File: src/rtl/fir_seq_pkg.sv
// Shared types and constants for the serial FIR control sequencer.
// Optional build macro: FIR_SEQ_DROP_CNT_EN (adds the busy drop counter).
package fir_seq_pkg;

    typedef enum logic [1:0] {
        IDLE,
        MAC,
        LOAD,
        VALID
    } seq_state_e;

    localparam int unsigned DEFAULT_LENGTH = 100;
    localparam int unsigned DROP_CNT_W     = 8;

endpackage

File: src/rtl/fir_tap_counter.sv
// Tap index counter for the MAC walk; clear has priority over enable.
module fir_tap_counter
    import fir_seq_pkg::*;
#(
    parameter int unsigned LENGTH    = DEFAULT_LENGTH,
    parameter int unsigned CNT_WIDTH = $clog2(LENGTH)
) (
    input  logic                 clk,
    input  logic                 rst,
    input  logic                 clear,
    input  logic                 enable,
    output logic [CNT_WIDTH-1:0] count,
    output logic                 last
);

    logic [CNT_WIDTH-1:0] count_q, count_d;

    always_comb begin
        count_d = count_q;
        if (clear) begin
            count_d = '0;
        end else if (enable) begin
            count_d = count_q + 1'b1;
        end
    end

    always_ff @(posedge clk or negedge rst) begin
        if (!rst) begin
            count_q <= '0;
        end else begin
            count_q <= count_d;
        end
    end

    assign count = count_q;
    assign last  = (count_q == CNT_WIDTH'(LENGTH - 1));

endmodule

File: src/rtl/fir_mac_sequencer.sv
// Control sequencer for the serial FIR MAC datapath (IDLE/MAC/LOAD/VALID).
// Optional build macro: FIR_SEQ_DROP_CNT_EN adds the drop_count port and counter.
module fir_mac_sequencer
    import fir_seq_pkg::*;
#(
    parameter int unsigned LENGTH    = DEFAULT_LENGTH,
    parameter int unsigned CNT_WIDTH = $clog2(LENGTH)
) (
    input  logic                  clk,
    input  logic                  rst,
    input  logic                  input_valid,
    output logic                  input_ready,
    output logic                  shift_enb,
    output logic                  acc_clear,
    output logic                  count_enb,
    output logic [CNT_WIDTH-1:0]  tap_addr,
    output logic                  register_enb,
    output logic                  output_valid
`ifdef FIR_SEQ_DROP_CNT_EN
    ,
    output logic [DROP_CNT_W-1:0] drop_count
`endif
);

    seq_state_e state_q, state_d;
    logic       ready_q;
    logic       valid_q;
    logic       accept;
    logic       tap_clear;
    logic       tap_last;

    assign input_ready = ready_q && ((state_q == IDLE) || (state_q == VALID));
    assign accept      = input_valid && input_ready;

    always_comb begin
        state_d      = state_q;
        shift_enb    = 1'b0;
        acc_clear    = 1'b0;
        count_enb    = 1'b0;
        register_enb = 1'b0;
        tap_clear    = 1'b0;
        unique case (state_q)
            IDLE: begin
                if (accept) begin
                    shift_enb = 1'b1;
                    acc_clear = 1'b1;
                    tap_clear = 1'b1;
                    state_d   = MAC;
                end
            end
            MAC: begin
                count_enb = 1'b1;
                if (tap_last) begin
                    tap_clear = 1'b1;
                    state_d   = LOAD;
                end
            end
            LOAD: begin
                register_enb = 1'b1;
                state_d      = VALID;
            end
            VALID: begin
                // Accepting here chains the next pass without an IDLE bubble.
                if (accept) begin
                    shift_enb = 1'b1;
                    acc_clear = 1'b1;
                    tap_clear = 1'b1;
                    state_d   = MAC;
                end else begin
                    state_d = IDLE;
                end
            end
            default: state_d = IDLE;
        endcase
    end

    always_ff @(posedge clk or negedge rst) begin
        if (!rst) begin
            state_q <= IDLE;
            ready_q <= 1'b0;
            valid_q <= 1'b0;
        end else begin
            state_q <= state_d;
            ready_q <= 1'b1;
            valid_q <= (state_d == VALID);
        end
    end

    assign output_valid = valid_q;

    fir_tap_counter #(
        .LENGTH    (LENGTH),
        .CNT_WIDTH (CNT_WIDTH)
    ) u_tap_counter (
        .clk    (clk),
        .rst    (rst),
        .clear  (tap_clear),
        .enable (count_enb),
        .count  (tap_addr),
        .last   (tap_last)
    );

`ifdef FIR_SEQ_DROP_CNT_EN
    logic [DROP_CNT_W-1:0] drop_q, drop_d;

    // Samples offered before ready_q first sets are not counted as drops.
    always_comb begin
        drop_d = drop_q;
        if (input_valid && !input_ready && ready_q && (drop_q != '1)) begin
            drop_d = drop_q + 1'b1;
        end
    end

    always_ff @(posedge clk or negedge rst) begin
        if (!rst) begin
            drop_q <= '0;
        end else begin
            drop_q <= drop_d;
        end
    end

    assign drop_count = drop_q;
`endif

endmodule

File: config.mk
export PLATFORM = sky130hd
export DESIGN_NAME = fir_mac_sequencer
export DESIGN_NICKNAME = d
export VERILOG_FILES = /design/src/rtl/fir_seq_pkg.sv /design/src/rtl/fir_tap_counter.sv /design/src/rtl/fir_mac_sequencer.sv
export SDC_FILE = /design/constraint.sdc
export NUM_CORES = 1
export LEC_CHECK = 0
export BUFFER_PORTS_ARGS = -buffer_cell sky130_fd_sc_hd__clkbuf_2
export CAP_MARGIN = 20
export CELL_PAD_IN_SITES_DETAIL_PLACEMENT = 1
export CELL_PAD_IN_SITES_GLOBAL_PLACEMENT = 1
export CORE_MARGIN = 2
export CORE_UTILIZATION = 34
export CTS_CLUSTER_DIAMETER = 60
export CTS_CLUSTER_SIZE = 12
export DETAILED_ROUTE_END_ITERATION = 8
export PLACE_DENSITY_LB_ADDON = 0.1
export REMOVE_ABC_BUFFERS = 1
export SETUP_SLACK_MARGIN = 0.2
export SLEW_MARGIN = 5
export SYNTH_ARGS = -nofsm -noshare
export SYNTH_HDL_FRONTEND = slang
export SYNTH_SLANG_ARGS = --single-unit
File: constraint.sdc
create_clock -name clk -period 1.4 [get_ports clk]
set_clock_uncertainty 0.1 [all_clocks]
set_input_delay 0.14 -clock clk [delete_from_list [all_inputs] [get_ports clk]]
set_output_delay 0.14 -clock clk [all_outputs]
set_load 0.03 [all_outputs]
==> results of run 1 <==
==> Yosys cell counts <==
master	n
dfrtp_1	11
nand3_1	7
ha_1	5
o21ai_0	5
inv_1	4
nor2_1	4
a21oi_1	3
buf_4	2
nand3b_1	2
nand4_1	2
nor3_1	2
or3_1	2
xor2_1	2
a21o_1	1
a221oi_2	1
a31o_1	1
conb_1	1
mux2i_1	1
nand2_1	1
nand2b_1	1
nand3_2	1
nand4bb_1	1
nand4bb_4	1
nor2b_1	1
o41ai_2	1
or2_1	1
==> kinds of logic after synthesis <==
group,Yosys count,share of synthesized area
adder cells (fa/ha/maj),5,0.0951
other,1,0.00570
AND/OR/NAND/NOR,26,0.260
flip-flops,11,0.418
buffers and inverters,6,0.0456
XOR/XNOR,2,0.0266
AO/OA/AOI/OAI,12,0.133
multiplexers,1,0.0152
==> metrics by stage <==
stage                      util  TNS (ns)
after floorplan               -     -3.52
after global placement    0.510     -1.55
after detailed placement  0.510     -1.97
after CTS                 0.684     -2.58
==> what timing repair did <==
item,in CTS
hold buffers,1
hold endpoints to repair,11
setup endpoints to repair,20
buffers inserted,8
resized for setup,50
pin swaps,8
==> metrics, run 1 <==
status=aborted with a tool error; Stopped at=global routing; tool error=[ERROR DPL-0033] detailed placement checks failed during check placement.; Ys Warns=0; Avg Cell Area, Syn=approximately 10 um2; Ports=16; initial antenna violation count=0; pre-CTS setup slack=-0.211 ns; Post-Syn Area=approximately 660 um2; clk sink count=11; Post-Synthesis Cells=64; Seq cells post-synth=11; clock buffer count from CTS=3; kind of the worst endpoint=output port; Seq/Total Area, Yosys=0.418; H-tree levels=1; Synth cell types=26; clock tree buffer depth=2; Crit. endpoint post-GRT repair=shift_enb; Cells after DPL=122; Rows=15; Port Buffer Count=15; top cells by area, synth=dfrtp_1 (42%), ha_1 (9.5%), nand3_1 (5.3%); Yosys top cell by area=dfrtp_1; Initial Util=0.373; Yosys top cell area share=0.418; RePlAce Congestion=~0.71; CTS root buf=clkbuf_4; DP Wirelength=about 1.3 mm; DIE WIDTH=approximately 48 um; placed inst area=~900 um2; largest net degree at the start of global routing=12; Die H=around 48 um
==> run 2, diff against run 1 <==
CELL_PAD_IN_SITES_DETAIL_PLACEMENT = not set   (was 1)
CELL_PAD_IN_SITES_GLOBAL_PLACEMENT = not set   (was 1)
CORE_AREA = 2 2 63 65   (was not set)
CORE_MARGIN = not set   (was 2)
CORE_UTILIZATION = not set   (was 34)
CTS_CLUSTER_DIAMETER = not set   (was 60)
CTS_CLUSTER_SIZE = not set   (was 12)
DIE_AREA = 0 0 65 67   (was not set)
PLACE_DENSITY_LB_ADDON = 0.15   (was 0.1)
SETUP_SLACK_MARGIN = not set   (was 0.2)
clock period = 1.8 ns   (was 1.4 ns; I/O delays follow)
==> metrics, run 2 <==
commonest cells in the netlist=dfrtp_1 (11), nand3_1 (7), ha_1 (5), o21ai_0 (5) (unchanged); status=finished clean (was aborted with a tool error); Final Hold Viols=0; RR Endpoint=u_tap_counter.count[3]; DP Wirelength=1.15 mm (was 1.35 mm); Post-synth EDFFs=0 (unchanged); slew at the pin with the worst max-slew slack=around 0.51 ns; Top FF cell, synth=dfrtp_1 (unchanged); CP cell instances=inv_1 > ha_1 > nand3b_1 > inv_1 > clkbuf_4; Req. time, crit path=roughly 1.5 ns; CTS root buf=clkbuf_8 (was clkbuf_4); clock tree buffer depth=2 (unchanged); Pwr Density=around 1300 nW/um2; Rows=22 (was 15); vias in the first global route=between 500 and 600; setup slack, reg-to-reg=~0.13 ns; Post-Synthesis Cells=64 (unchanged); unrepaired setup endpoints after global routing=no; fmax=586 MHz; Area Growth Syn to Fin=34.2%; Avg Cell Area, Syn=10.3 um2 (unchanged); cell mode on critical path=inv_1; nets=between 90 and 100; most frequent cell after synthesis=dfrtp_1 (unchanged); clk_lat worst skew=between 0.2 and 0.25 ns; relative slew slack=0.656; leakage power=around 0.41 nW; asr flop ratio synth=1.00 (unchanged); worst-path fanout max=3; Ports=16 (unchanged); max FFs per register=7; Crit-path slowest cell=dfrtp_1; Layout fillers=~400; crit path kind=register to primary output; Worst VDD drop=around 0.17 mV; H-tree levels=1 (unchanged); Synth cell types=26 (unchanged); initial drt markers=20; Core Footprint=3610 um2; final wirelength=~1.5 mm; RePlAce Congestion=0.737 (was 0.707); minimum clock period=about 1.7 ns; clock buffer count from CTS=3 (unchanged); Ant. Diodes=0; # setup viols final=0; initial antenna violation count=0; setup_tns=0 ns; via count=roughly 530; final instance area=between 800 and 900 um2; DIE WIDTH=65 um (was 48.0 um); fraction of layout cells with a size suffix above 1=0.318; ANT nets after route=0; post-route DRC violation count=0; Yosys top cell by area=dfrtp_1 (unchanged); r2r startpoint=state_q[1]; first-pass detailed-route iteration total=3; Post-Syn Area=658 um2 (unchanged); average wire per standard cell=around 11 um; Vias/cell=around 4; CTS tree=built; CP Capture Type=primary output; R2R depth=5; total of max-cap violations=0; DIE AREA=between 4000 and 5000 um2; first-pass GRT wire length=2.51 mm; critical path arrival=approximately 1.4 ns; Clock transition at path regs=approximately 0.05 ns; Yosys top cell area share=0.418 (unchanged); final worst-path cycle share=0.948; placed inst area=801 um2 (was 900 um2); FF+latch area=around 280 um2; crit path launch type=register; GRT Util Overall=0.0787; Die H=67 um (was 48.0 um); Seq cells post-synth=11 (unchanged); area of the multi-input gates=353 um2; clk sink count=11 (unchanged); Finished Core Util=0.245; most common cell after layout, fill and taps aside=clkbuf_2; Hold Crit Class=primary input to asynchronous set/reset pin; Final Max Tran Viols=0; Initial Util=0.183 (was 0.373); Final Hold Slack=between 0.2 and 0.3 ns; slowest cell delay on critical path=approximately 0.35 ns; GRT overflow=0; Ys Warns=0 (unchanged); largest net degree at the start of global routing=13; top cells by area, synth=dfrtp_1 (42%), ha_1 (9.5%), nand3_1 (5.3%) (unchanged); highest-count cells in the layout ignoring fill and taps=clkbuf_2 (13), dfrtp_1 (11), nand3_1 (7), buf_4 (6); Port Buffer Count=15 (unchanged); Seq/Total Area, Yosys=0.418 (unchanged)
## run 2: cell counts after synthesis
No cell type changed its count.
## run 2: how the worst max path moves through the flow
stage,cells after the start,slack (ns),start,to
after floorplan,5,-0.12,state_q[1],u_tap_counter.count[3]
after global placement,5,0.06,state_q[0],u_tap_counter.count[3]
after detailed placement,5,0.08,state_q[0],u_tap_counter.count[3]
after CTS,5,0.06,state_q[0],shift_enb
after global routing,5,0.01,state_q[1],u_tap_counter.count[3]
final,5,0.09,state_q[0],shift_enb
## run 2: power by group
group          internal (W)  leakage [nW]  switching [W]  total [W]
registers          0.000299         0.146      0.0000548   0.000354
logic              0.000220         0.238       0.000348   0.000568
clock network      0.000156        0.0228      0.0000969   0.000253
## run 2: routing by layer
| layer | part of all wire | vias up | global-route usage |
|---|---|---|---|
| li1 | - | 279 | - |
| met1 | 0.44 | 242 | 0.0909 |
| met2 | 0.51 | 8 | 0.134 |
| met3 | 0.024 | 4 | 0.0152 |
| met4 | 0.024 | 0 | 0.0479 |
| met5 | 0 | - | 0 |
## run 2: cell families after synthesis
family                   after synthesis  synth area share
XOR/XNOR                               2            0.0266
buffers and inverters                  6            0.0456
AO/OA/AOI/OAI                         12             0.133
other                                  1           0.00570
AND/OR/NAND/NOR                       26             0.260
adder cells (fa/ha/maj)                5            0.0951
multiplexers                           1            0.0152
flip-flops                            11             0.418
## run 2: layout make-up
class	instances	area share
Inverter	4	0.0170
Clock buffer	4	0.0510
Timing Repair Buffer	22	0.153
Sequential cell	11	0.312
Multi-Input combinational cell	47	0.399
Tap cell	48	0.0680
## run 2: timing repair
action / CTS / global route
cloned: 0 / 0
hold endpoints to repair: 11 / 0
setup buffers: 2 / 1
hold buffers: 1 / 0
resized for setup: 2 / 0
pin swaps: 0 / 0
endpoints found under the setup margin: 2 / 2
## run 2: worst max-delay path, delay by kind of cell (launching register included)
family | cells | cell delay, ns
and+or+nand+nor | 1 | 0.19
adders and majority gates | 1 | 0.32
DFF | 1 | 0.35
buffers and inverters | 3 | 0.33
## run 2: per-stage QoR
step / setup slack, ns / std cells / power [W]
finish: 0.0930 / 136 / 0.00117
global route: 0.0106 / 136 / 0.00127
CTS: 0.0579 / 135 / 0.00119
detailed placement: 0.0814 / 128 / 0.000911
global placement: 0.0636 / 128 / 0.000915
floorplan: -0.118 / 62 / 0.000736
(Power assumes the default switching activity.)
